==> config.mk <==
export PLATFORM = sky130hd
export DESIGN_NAME = decode_stage_flat
export DESIGN_NICKNAME = d
export VERILOG_FILES = /design/src/rtl/decode_stage_if.sv /design/src/rtl/decode_stage.sv /design/src/flat_wrapper.sv
export SDC_FILE = /design/constraint.sdc
export NUM_CORES = 1
export LEC_CHECK = 0
export ABC_AREA = 1
export BUFFER_PORTS_ARGS = -buffer_cell sky130_fd_sc_hd__clkbuf_2
export CAP_MARGIN = 15
export CORE_MARGIN = 1
export CORE_UTILIZATION = 28
export DETAILED_ROUTE_END_ITERATION = 16
export PLACE_DENSITY = 0.57
export SYNTH_ARGS = -nofsm -noshare
export SYNTH_HDL_FRONTEND = slang
export SYNTH_SLANG_ARGS = --single-unit
==> constraint.sdc <==
create_clock -name clock -period 4.5 [get_ports clock]
set_input_delay 0 -clock clock [delete_from_list [all_inputs] [get_ports clock]]
set_output_delay 0 -clock clock [all_outputs]
set_load 0.03 [all_outputs]
==> src/rtl/decode_stage_if.sv <==
// Bundle between the decode stage and its neighbours: fetch, register-file read
// and write-back snoop ports, and the execute-side payload.
interface decode_stage_if;
    // Handshakes: a word moves on a rising edge where valid && ready; the sender
    // holds valid and payload stable until then, and ready may depend on valid.
    logic        flush;
    logic        in_valid;
    logic        in_ready;
    logic [31:0] in_instr;
    logic [31:0] in_pc;
    logic [4:0]  reg_1_select;
    logic [4:0]  reg_2_select;
    logic [31:0] reg_1;
    logic [31:0] reg_2;
    logic        wb_en;
    logic [4:0]  wb_select;
    logic [31:0] wb_data;
    logic        out_valid;
    logic        out_ready;
    logic [31:0] out_pc;
    logic [4:0]  out_rd;
    logic [31:0] out_rs1_val;
    logic [31:0] out_rs2_val;
    logic [31:0] out_imm;
    logic [3:0]  out_op;
    logic [2:0]  out_funct3;
    logic        out_funct7b5;
    logic        out_illegal;

    modport slave (
        input  flush, in_valid, in_instr, in_pc, reg_1, reg_2,
        input  wb_en, wb_select, wb_data, out_ready,
        output in_ready, reg_1_select, reg_2_select, out_valid,
        output out_pc, out_rd, out_rs1_val, out_rs2_val, out_imm,
        output out_op, out_funct3, out_funct7b5, out_illegal
    );

    modport master (
        output flush, in_valid, in_instr, in_pc, reg_1, reg_2,
        output wb_en, wb_select, wb_data, out_ready,
        input  in_ready, reg_1_select, reg_2_select, out_valid,
        input  out_pc, out_rd, out_rs1_val, out_rs2_val, out_imm,
        input  out_op, out_funct3, out_funct7b5, out_illegal
    );
endinterface

==> src/rtl/decode_stage.sv <==
// RV32I decode stage: slot A waits one cycle for register-file read data,
// slot O is the execute-facing output register.
module decode_stage (
    input  logic           clock,
    input  logic           reset_n,
    decode_stage_if.slave  bus
);
    typedef enum logic [3:0] {
        OP_ILLEGAL = 4'd0,
        OP_LUI     = 4'd1,
        OP_AUIPC   = 4'd2,
        OP_JAL     = 4'd3,
        OP_JALR    = 4'd4,
        OP_BRANCH  = 4'd5,
        OP_LOAD    = 4'd6,
        OP_STORE   = 4'd7,
        OP_OPIMM   = 4'd8,
        OP_OP      = 4'd9,
        OP_FENCE   = 4'd10,
        OP_SYSTEM  = 4'd11
    } op_e;

    logic        r_a_valid;
    logic [31:0] r_a_instr;
    logic [31:0] r_a_pc;
    logic        r_a_byp1;
    logic        r_a_byp2;
    logic [31:0] r_a_byp1_data;
    logic [31:0] r_a_byp2_data;

    logic        r_o_valid;
    logic [31:0] r_o_pc;
    logic [4:0]  r_o_rd;
    logic [31:0] r_o_rs1_val;
    logic [31:0] r_o_rs2_val;
    logic [31:0] r_o_imm;
    logic [3:0]  r_o_op;
    logic [2:0]  r_o_funct3;
    logic        r_o_funct7b5;
    logic        r_o_illegal;

    logic        w_a_move;
    logic        w_in_ready;
    logic        w_accept;
    logic        w_sel_from_in;
    logic [4:0]  w_rs1_in;
    logic [4:0]  w_rs2_in;
    logic [4:0]  w_rs1_a;
    logic [4:0]  w_rs2_a;
    logic        w_hit1_in;
    logic        w_hit2_in;
    logic        w_hit1_a;
    logic        w_hit2_a;
    logic [31:0] w_rs1_val;
    logic [31:0] w_rs2_val;
    logic [31:0] w_imm_i;
    logic [31:0] w_imm_s;
    logic [31:0] w_imm_b;
    logic [31:0] w_imm_u;
    logic [31:0] w_imm_j;
    op_e         w_op;
    logic [31:0] w_imm;
    logic [4:0]  w_rd;
    logic        w_funct7b5;

    assign w_a_move   = r_a_valid && (!r_o_valid || bus.out_ready);
    assign w_in_ready = !r_a_valid || w_a_move;
    assign w_accept   = bus.in_valid && w_in_ready && !bus.flush;

    assign w_rs1_in = bus.in_instr[19:15];
    assign w_rs2_in = bus.in_instr[24:20];
    assign w_rs1_a  = r_a_instr[19:15];
    assign w_rs2_a  = r_a_instr[24:20];

    // A held instruction keeps re-reading its own operands every cycle.
    assign w_sel_from_in    = !r_a_valid || w_a_move;
    assign bus.reg_1_select = w_sel_from_in ? w_rs1_in : w_rs1_a;
    assign bus.reg_2_select = w_sel_from_in ? w_rs2_in : w_rs2_a;

    assign w_hit1_in = bus.wb_en && (bus.wb_select == w_rs1_in) && (w_rs1_in != 5'd0);
    assign w_hit2_in = bus.wb_en && (bus.wb_select == w_rs2_in) && (w_rs2_in != 5'd0);
    assign w_hit1_a  = bus.wb_en && (bus.wb_select == w_rs1_a)  && (w_rs1_a  != 5'd0);
    assign w_hit2_a  = bus.wb_en && (bus.wb_select == w_rs2_a)  && (w_rs2_a  != 5'd0);

    assign w_imm_i = {{20{r_a_instr[31]}}, r_a_instr[31:20]};
    assign w_imm_s = {{20{r_a_instr[31]}}, r_a_instr[31:25], r_a_instr[11:7]};
    assign w_imm_b = {{19{r_a_instr[31]}}, r_a_instr[31], r_a_instr[7],
                      r_a_instr[30:25], r_a_instr[11:8], 1'b0};
    assign w_imm_u = {r_a_instr[31:12], 12'd0};
    assign w_imm_j = {{11{r_a_instr[31]}}, r_a_instr[31], r_a_instr[19:12],
                      r_a_instr[20], r_a_instr[30:21], 1'b0};

    // Every legal opcode ends in 2'b11, so the low-bit check falls out of the default.
    always_comb begin
        w_op  = OP_ILLEGAL;
        w_imm = 32'd0;
        case (r_a_instr[6:0])
            7'b0110111: begin w_op = OP_LUI;    w_imm = w_imm_u; end
            7'b0010111: begin w_op = OP_AUIPC;  w_imm = w_imm_u; end
            7'b1101111: begin w_op = OP_JAL;    w_imm = w_imm_j; end
            7'b1100111: begin w_op = OP_JALR;   w_imm = w_imm_i; end
            7'b1100011: begin w_op = OP_BRANCH; w_imm = w_imm_b; end
            7'b0000011: begin w_op = OP_LOAD;   w_imm = w_imm_i; end
            7'b0100011: begin w_op = OP_STORE;  w_imm = w_imm_s; end
            7'b0010011: begin w_op = OP_OPIMM;  w_imm = w_imm_i; end
            7'b0110011: begin w_op = OP_OP;     w_imm = 32'd0;   end
            7'b0001111: begin w_op = OP_FENCE;  w_imm = 32'd0;   end
            7'b1110011: begin w_op = OP_SYSTEM; w_imm = w_imm_i; end
            default:    begin w_op = OP_ILLEGAL; w_imm = 32'd0;  end
        endcase
    end

    assign w_rd = (w_op inside {OP_BRANCH, OP_STORE, OP_FENCE, OP_ILLEGAL}) ?
                  5'd0 : r_a_instr[11:7];
    assign w_funct7b5 = r_a_instr[30] &&
                        ((w_op == OP_OP) || ((w_op == OP_OPIMM) && (r_a_instr[14:12] == 3'b101)));

    assign w_rs1_val = (w_rs1_a == 5'd0) ? 32'd0 : (r_a_byp1 ? r_a_byp1_data : bus.reg_1);
    assign w_rs2_val = (w_rs2_a == 5'd0) ? 32'd0 : (r_a_byp2 ? r_a_byp2_data : bus.reg_2);

    // Slot A: the bypass latch covers writes the register file read may have missed.
    always_ff @(posedge clock or negedge reset_n) begin
        if (!reset_n) begin
            r_a_valid     <= 1'b0;
            r_a_instr     <= 32'd0;
            r_a_pc        <= 32'd0;
            r_a_byp1      <= 1'b0;
            r_a_byp2      <= 1'b0;
            r_a_byp1_data <= 32'd0;
            r_a_byp2_data <= 32'd0;
        end else if (bus.flush) begin
            r_a_valid <= 1'b0;
        end else if (w_accept) begin
            r_a_valid <= 1'b1;
            r_a_instr <= bus.in_instr;
            r_a_pc    <= bus.in_pc;
            r_a_byp1  <= w_hit1_in;
            r_a_byp2  <= w_hit2_in;
            if (w_hit1_in) r_a_byp1_data <= bus.wb_data;
            if (w_hit2_in) r_a_byp2_data <= bus.wb_data;
        end else if (w_a_move) begin
            r_a_valid <= 1'b0;
        end else if (r_a_valid) begin
            if (w_hit1_a) begin
                r_a_byp1      <= 1'b1;
                r_a_byp1_data <= bus.wb_data;
            end
            if (w_hit2_a) begin
                r_a_byp2      <= 1'b1;
                r_a_byp2_data <= bus.wb_data;
            end
        end
    end

    always_ff @(posedge clock or negedge reset_n) begin
        if (!reset_n) begin
            r_o_valid    <= 1'b0;
            r_o_pc       <= 32'd0;
            r_o_rd       <= 5'd0;
            r_o_rs1_val  <= 32'd0;
            r_o_rs2_val  <= 32'd0;
            r_o_imm      <= 32'd0;
            r_o_op       <= 4'd0;
            r_o_funct3   <= 3'd0;
            r_o_funct7b5 <= 1'b0;
            r_o_illegal  <= 1'b0;
        end else if (bus.flush) begin
            r_o_valid <= 1'b0;
        end else if (w_a_move) begin
            r_o_valid    <= 1'b1;
            r_o_pc       <= r_a_pc;
            r_o_rd       <= w_rd;
            r_o_rs1_val  <= w_rs1_val;
            r_o_rs2_val  <= w_rs2_val;
            r_o_imm      <= w_imm;
            r_o_op       <= w_op;
            r_o_funct3   <= r_a_instr[14:12];
            r_o_funct7b5 <= w_funct7b5;
            r_o_illegal  <= (w_op == OP_ILLEGAL);
        end else if (bus.out_ready) begin
            r_o_valid <= 1'b0;
        end
    end

    assign bus.in_ready     = w_in_ready;
    assign bus.out_valid    = r_o_valid;
    assign bus.out_pc       = r_o_pc;
    assign bus.out_rd       = r_o_rd;
    assign bus.out_rs1_val  = r_o_rs1_val;
    assign bus.out_rs2_val  = r_o_rs2_val;
    assign bus.out_imm      = r_o_imm;
    assign bus.out_op       = r_o_op;
    assign bus.out_funct3   = r_o_funct3;
    assign bus.out_funct7b5 = r_o_funct7b5;
    assign bus.out_illegal  = r_o_illegal;
endmodule

==> src/flat_wrapper.sv <==
// flat-port wrapper written by rule: the top's interface ports become plain ports
module decode_stage_flat 
  (clock, reset_n, bus_flush, bus_in_valid, bus_in_instr, bus_in_pc, bus_reg_1, bus_reg_2, bus_wb_en, bus_wb_select, bus_wb_data, bus_out_ready, bus_in_ready, bus_reg_1_select, bus_reg_2_select, bus_out_valid, bus_out_pc, bus_out_rd, bus_out_rs1_val, bus_out_rs2_val, bus_out_imm, bus_out_op, bus_out_funct3, bus_out_funct7b5, bus_out_illegal);
  decode_stage_if bus_i ();
  input  logic clock;
  input  logic reset_n;
  input wire logic [$bits(bus_i.flush)-1:0] bus_flush;
  input wire logic [$bits(bus_i.in_valid)-1:0] bus_in_valid;
  input wire logic [$bits(bus_i.in_instr)-1:0] bus_in_instr;
  input wire logic [$bits(bus_i.in_pc)-1:0] bus_in_pc;
  input wire logic [$bits(bus_i.reg_1)-1:0] bus_reg_1;
  input wire logic [$bits(bus_i.reg_2)-1:0] bus_reg_2;
  input wire logic [$bits(bus_i.wb_en)-1:0] bus_wb_en;
  input wire logic [$bits(bus_i.wb_select)-1:0] bus_wb_select;
  input wire logic [$bits(bus_i.wb_data)-1:0] bus_wb_data;
  input wire logic [$bits(bus_i.out_ready)-1:0] bus_out_ready;
  output wire logic [$bits(bus_i.in_ready)-1:0] bus_in_ready;
  output wire logic [$bits(bus_i.reg_1_select)-1:0] bus_reg_1_select;
  output wire logic [$bits(bus_i.reg_2_select)-1:0] bus_reg_2_select;
  output wire logic [$bits(bus_i.out_valid)-1:0] bus_out_valid;
  output wire logic [$bits(bus_i.out_pc)-1:0] bus_out_pc;
  output wire logic [$bits(bus_i.out_rd)-1:0] bus_out_rd;
  output wire logic [$bits(bus_i.out_rs1_val)-1:0] bus_out_rs1_val;
  output wire logic [$bits(bus_i.out_rs2_val)-1:0] bus_out_rs2_val;
  output wire logic [$bits(bus_i.out_imm)-1:0] bus_out_imm;
  output wire logic [$bits(bus_i.out_op)-1:0] bus_out_op;
  output wire logic [$bits(bus_i.out_funct3)-1:0] bus_out_funct3;
  output wire logic [$bits(bus_i.out_funct7b5)-1:0] bus_out_funct7b5;
  output wire logic [$bits(bus_i.out_illegal)-1:0] bus_out_illegal;
  assign bus_i.flush = bus_flush;
  assign bus_i.in_valid = bus_in_valid;
  assign bus_i.in_instr = bus_in_instr;
  assign bus_i.in_pc = bus_in_pc;
  assign bus_i.reg_1 = bus_reg_1;
  assign bus_i.reg_2 = bus_reg_2;
  assign bus_i.wb_en = bus_wb_en;
  assign bus_i.wb_select = bus_wb_select;
  assign bus_i.wb_data = bus_wb_data;
  assign bus_i.out_ready = bus_out_ready;
  assign bus_in_ready = bus_i.in_ready;
  assign bus_reg_1_select = bus_i.reg_1_select;
  assign bus_reg_2_select = bus_i.reg_2_select;
  assign bus_out_valid = bus_i.out_valid;
  assign bus_out_pc = bus_i.out_pc;
  assign bus_out_rd = bus_i.out_rd;
  assign bus_out_rs1_val = bus_i.out_rs1_val;
  assign bus_out_rs2_val = bus_i.out_rs2_val;
  assign bus_out_imm = bus_i.out_imm;
  assign bus_out_op = bus_i.out_op;
  assign bus_out_funct3 = bus_i.out_funct3;
  assign bus_out_funct7b5 = bus_i.out_funct7b5;
  assign bus_out_illegal = bus_i.out_illegal;
  decode_stage u_core (.clock(clock), .reset_n(reset_n), .bus(bus_i));
endmodule
==> results of run 1 <==
## layout make-up
type,count,share of cell area [%]
sequential,274,39.6
multi-input combinational,1077,27.9
timing repair buffer,502,19.6
clock buffer,44,5.48
tap,585,4.22
inverter,85,1.84
clock inverter,15,1.37
antenna,2,0.0289
## report_power, final
group | switching (mW) | internal, mW | leakage [nW]
Combinational | 1.31 | 0.670 | 5.12
Sequential | 0.351 | 2.92 | 3.49
Clock | 1.08 | 1.83 | 0.579
## Yosys cell counts, drive strengths merged (2+ instances only)
cell | instances | area, um2
nand3 | 57 | 308
clkbuf | 42 | 158
nand4 | 49 | 307
a21oi | 6 | 41.3
dfrtp | 274 | 6860
nand2 | 698 | 2640
nor3 | 2 | 21.3
or2 | 32 | 200
o21ai | 120 | 627
buf | 48 | 277
o211ai | 64 | 480
nor2 | 45 | 179
inv | 85 | 319
## worst paths after layout
check	startpoint	end
max in group asynchronous	reset_n	u_core.bus.out_imm[16]
hold reg to reg	u_core.r_a_byp2_data[29]	u_core.r_a_byp2_data[29]
setup reg to reg	u_core.bus.out_valid	u_core.r_a_byp2
hold / removal	reset_n	u_core.bus.out_rs1_val[4]
setup / recovery	u_core.bus.out_valid	u_core.r_a_byp2
min in group clock	bus_in_valid	u_core.r_a_valid
## timing repair
| action | 4_1_cts | 5_1_grt |
|---|---|---|
| resized for setup | 0 | 0 |
| setup buffers | 0 | 0 |
| hold buffers | 163 | 0 |
| endpoints found under the hold margin | 287 | 0 |
## cell families after synthesis
| logic type | Yosys count |
|---|---|
| xor gates and xnor gates | 1 |
| buffers and inverters | 175 |
| DFF | 274 |
| AOI/OAI and AO/OA | 193 |
| and+or+nand+nor | 883 |
## metal layers
metal / vias to the layer above / global-route usage (%) / part of all wire, %
met1: 5593 / 24.3 / 45
met5: - / 0 / 0
met3: 60 / 3.54 / 6.2
li1: 5774 / - / -
met2: 422 / 29.2 / 46
met4: 0 / 5.53 / 2.4
## through the flow
| step | instances | power (mW) |
|---|---|---|
| 2_1_floorplan | 1526 | 4.46 |
| 3_3_place_gp | 2360 | 5.16 |
| 3_5_place_dp | 2360 | 5.19 |
| 4_1_cts | 2582 | 8.25 |
| 5_1_grt | 2584 | 8.60 |
| 6_report | 2584 | 8.17 |
## sequential cells by signal, indices dropped and copies added, names as in the netlist
name / cells
u_core.bus.out_imm: 32
u_core.bus.out_pc: 32
u_core.bus.out_rs1_val: 32
u_core.bus.out_rs2_val: 32
u_core.r_a_byp1_data: 32
u_core.r_a_byp2_data: 32
u_core.r_a_instr: 32
u_core.r_a_pc: 32
u_core.bus.out_rd: 5
u_core.bus.out_op: 4
u_core.bus.out_funct3: 3
u_core.bus.out_funct7b5: 1
u_core.bus.out_illegal: 1
u_core.bus.out_valid: 1
u_core.r_a_byp1: 1
u_core.r_a_byp2: 1
u_core.r_a_valid: 1
==> impl_metrics.ini, run 1 <==
[synth]
synth-async-reset-ratio_pct = 100
syn-instance-count = 1526
yosys.cell_types.count = 32
synth_top_family_by_area = simple AND/OR/NAND/NOR gates
syn-cell-area_mm2 = 0.0124
synthAdderAreaFrac_pct = 0
synth_enable_flop_cells = 0
synth-xor-area-share_pct = 0.0704
synthSimpleGateAreaFrac_pct = 29.3
synth_ff_type = dfrtp_1
seq_area_frac_synth_pct = 55.1
avgSynthCellArea_um2 = 8.15
synthMuxAreaShare_pct = 0
synth-seq-cells = 274
syn-num-nets = 1697
yosys_warnings = 0
synth_compound_gate_area_share_pct = 9.41

[floorplan]
die-area_mm2 = 0.0453
io_pins = 325
die_y_um = 213
die_x_um = 213
start_util_pct = 28.6
core_mm2 = 0.0435
rows = 76

[placed_design]
dpl_cell_area_mm2 = 0.0145
portBuffers = 324
dp_slack_ns = 1.56
dpl.hpwl_mm = 28.2
gp_congestion = 0.892

[timing]
slew_headroom_pct = 28.5
fin_skew_ns = 0.0113
fmax_ghz = 0.341
hold_viol = 0
maxSlewViolCount = 0
tightest_slew_ns = 1.07
grt_setup_unrepaired = false
finalSetupTns_ns = 0
worst_slack_ns = 1.57
fin_crit_sh_pct = 65.1
whs_ns = 0.0445
setup_violations = 0
fin_crit_ns = 2.93

[global_routing]
grt_pass1_vias = 11800
grt_pass1_wl_mm = 64.4
grtUsageTotal_pct = 18.1
antenna_found_initial = 2
grt_max_degree = 110
grt-ovfl-total = 0

[setup_path]
path_max_fanout = 63
critPathBufInv = 5
start_kind = flop
r2r_cells = 11
slowest_stage = buf_4
worstPathRequired_ns = 4.86
ff2ff_setup_slack_ns = 1.57
crit_family = buffers and inverters
crit_cells = 11
cp.arrival_ns = 3.29
cp-end-kind = flop
crit_chain = inv_1 -> nor2_2 -> inv_2 -> nor2_4 -> inv_2 -> nand2_4 -> buf_4 -> o21ai_2 -> buf_4 -> nand2_2 -> o21ai_0
cpPeakStageDelay_ns = 0.55
crit_type = flop to flop

[power_and_ir_drop]
leakage_nw = 9.19
irDropWorstVdd_mv = 0.352
p_per_area_mw_per_mm2 = 471

[layout]
final_cell_area_mm2 = 0.0173
layout.cells.most_common_list = nand2_1 (693), clkbuf_2 (323), dfrtp_1 (273)
ff_latch_area_mm2 = 0.00686
syn2layout_area_growth_pct = 39.3
drive_above_1_share_pct = 22.8
fillers = 4415
multi_input_area_mm2 = 0.00484
nNetsFinal = 2145
final_common_cell = nand2_1
final_util_pct = 39.9

[drt]
drc = 0
first_pass_iters = 5
postRouteAntennaNets = 0
wl_per_cell_um = 15.8
drt_iter0_markers = 892
routed-via-count = 11800
vias_per_cell = 4.59
wirelength_mm = 40.7

[hold_path]
hold_path_class = input port to async pin

[clock_network]
root_buffer = clkbuf_16
clk_pin_slew_ns = 0.06
cts_buffer_depth = 3
cts.sinks = 274
cts_max_level = 2
cts_buffers = 34
clock_latency_ns = 0.52
tritoncts = done

[run]
cap_violations = 0

[status]
outcome = complete, no violations
Power figures use the tool's default switching activity.
==> run 2, diff against run 1 <==
- clock period: 4.5 -> 2.85 ns (I/O delays scaled with it)
==> impl_metrics.ini, run 2 (synthesis gave the netlist of run 1 again) <==
[timing]
fin_crit_sh_pct = 87.6
tightest_slew_ns = 0.952
fin_skew_ns = 0.0134
finalSetupTns_ns = 0
slew_headroom_pct = 36.3
fin_crit_ns = 2.50
grt_setup_unrepaired = false
maxSlewViolCount = 0
setup_violations = 0
hold_viol = 0
fmax_ghz = 0.401

[power_and_ir_drop]
irDropWorstVdd_mv = 0.465
leakage_nw = 9.24
p_per_area_mw_per_mm2 = 728

[layout]
syn2layout_area_growth_pct = 39.7
final_common_cell = nand2_1
nNetsFinal = 2151
final_util_pct = 40.0
layout.cells.most_common_list = nand2_1 (693), clkbuf_2 (323), dfrtp_1 (273)
drive_above_1_share_pct = 23.3

[global_routing]
antenna_found_initial = 4
grt_max_degree = 92
grt_pass1_wl_mm = 64.2
grtUsageTotal_pct = 17.9
grt-ovfl-total = 0
grt_pass1_vias = 11800

[clock_network]
clk_pin_slew_ns = 0.06
cts_max_level = 1
cts.sinks = 274
cts_buffer_depth = 3
postCtsSetupRepairBufs = 0
clock_latency_ns = 0.57
tritoncts = done
cts_repair_resize_count = 0
root_buffer = clkbuf_16
cts_buffers = 31
hold_buffers = 164

[drt]
drc = 0
first_pass_iters = 7
wirelength_mm = 41.3
vias_per_cell = 4.60
drt_iter0_markers = 830
wl_per_cell_um = 15.9
postRouteAntennaNets = 0
routed-via-count = 11900

[setup_path]
crit_top_cell = inv_2
worstPathRequired_ns = 3.34
cp.arrival_ns = 2.99
cpPeakStageDelay_ns = 0.80
regToRegStartpoint = u_core.bus.out_valid
ff2ff_setup_slack_ns = 0.35
reg2reg_to = u_core.r_a_byp1_data[29]
path_max_fanout = 22
slowest_stage = dlygate4sd3_1
crit_chain = inv_1 -> nor2_2 -> inv_2 -> nor2_4 -> inv_2 -> a21oi_4 -> dlygate4sd3_1 -> nand4_1 -> nand2_1
cp-end-kind = flop
crit_type = flop to flop
start_kind = flop
r2r_cells = 9

[floorplan]
start_util_pct = 28.6
die_x_um = 213
core_mm2 = 0.0435
die_y_um = 213
rows = 76
die-area_mm2 = 0.0453
io_pins = 325

[status]
outcome = complete, no violations

[placed_design]
dpl.hpwl_mm = 28.4
portBuffers = 324
gp_congestion = 0.919

[run]
cap_violations = 0

[hold_path]
hold_path_class = input port to async pin
-- run 2: cell types whose count changed in the layout (fill, tap and decap cells not counted), moves of 3 or more --
cell       previous run  this run
clkbuf_1              5         0
clkinv_2              5        10
buf_12                1         5
buf_4                14        18
clkbuf_16            35        31
clkbuf_8              4         7
-- run 2: per-stage QoR --
stage | cell area (um2) | power [mW] | hold WS (ns) | instances | setup WS, ns
2_1_floorplan | 12400 | 7.04 | -0.296 | 1526 | 1.09
3_3_place_gp | 14600 | 8.17 | 0.0828 | 2368 | 0.524
3_5_place_dp | 14600 | 8.21 | 0.0910 | 2368 | 0.446
4_1_cts | 17400 | 12.8 | 0.0549 | 2590 | 0.374
5_1_grt | 17400 | 13.3 | 0.0981 | 2594 | 0.0950
6_report | 17400 | 12.7 | 0.0328 | 2594 | 0.353
-- run 2: power by group --
group	switching (mW)	internal [mW]	leakage, nW	total [mW]
Clock	1.70	2.63	0.561	4.33
Sequential	0.517	4.61	3.49	5.13
Combinational	2.12	1.08	5.18	3.20
-- run 2: layout make-up --
cell class | count | area (um2)
well taps | 585 | 732
flip-flops and latches | 274 | 6860
fillers | 4412 | 26100
repair buffers | 511 | 3510
inverters | 85 | 319
diodes | 4 | 10.0
multi-input cells | 1077 | 4840
clock inverters | 20 | 245
clock buffers | 38 | 872
-- run 2: worst max path at each step --
| stage | startpoint | end | slack (ns) | cells past startpoint |
|---|---|---|---|---|
| 2_1_floorplan | u_core.bus.out_valid | u_core.r_a_byp1_data[10] | 1.09 | 12 |
| 3_3_place_gp | u_core.r_a_instr[19] | u_core.r_a_byp1_data[11] | 0.52 | 9 |
| 3_5_place_dp | u_core.r_a_instr[17] | u_core.r_a_byp1_data[31] | 0.45 | 9 |
| 4_1_cts | u_core.bus.out_valid | u_core.r_a_byp1_data[29] | 0.37 | 9 |
| 5_1_grt | u_core.r_a_instr[17] | u_core.r_a_byp1_data[24] | 0.1 | 9 |
| 6_report | u_core.bus.out_valid | u_core.r_a_byp1_data[29] | 0.35 | 9 |
-- run 2: layer usage --
metal	share of wire (%)	track usage [%]
met5	0	0
met4	3.0	5.56
met3	7.3	4.00
met2	46	29.0
met1	44	23.8
-- run 2: critical path, delay by kind of cell, from the launching register on --
kind / cells / cell delay (ns)
compound gates: 1 / 0.24
buf+inv: 4 / 1.07
flops: 1 / 0.35
simple gates: 4 / 0.77
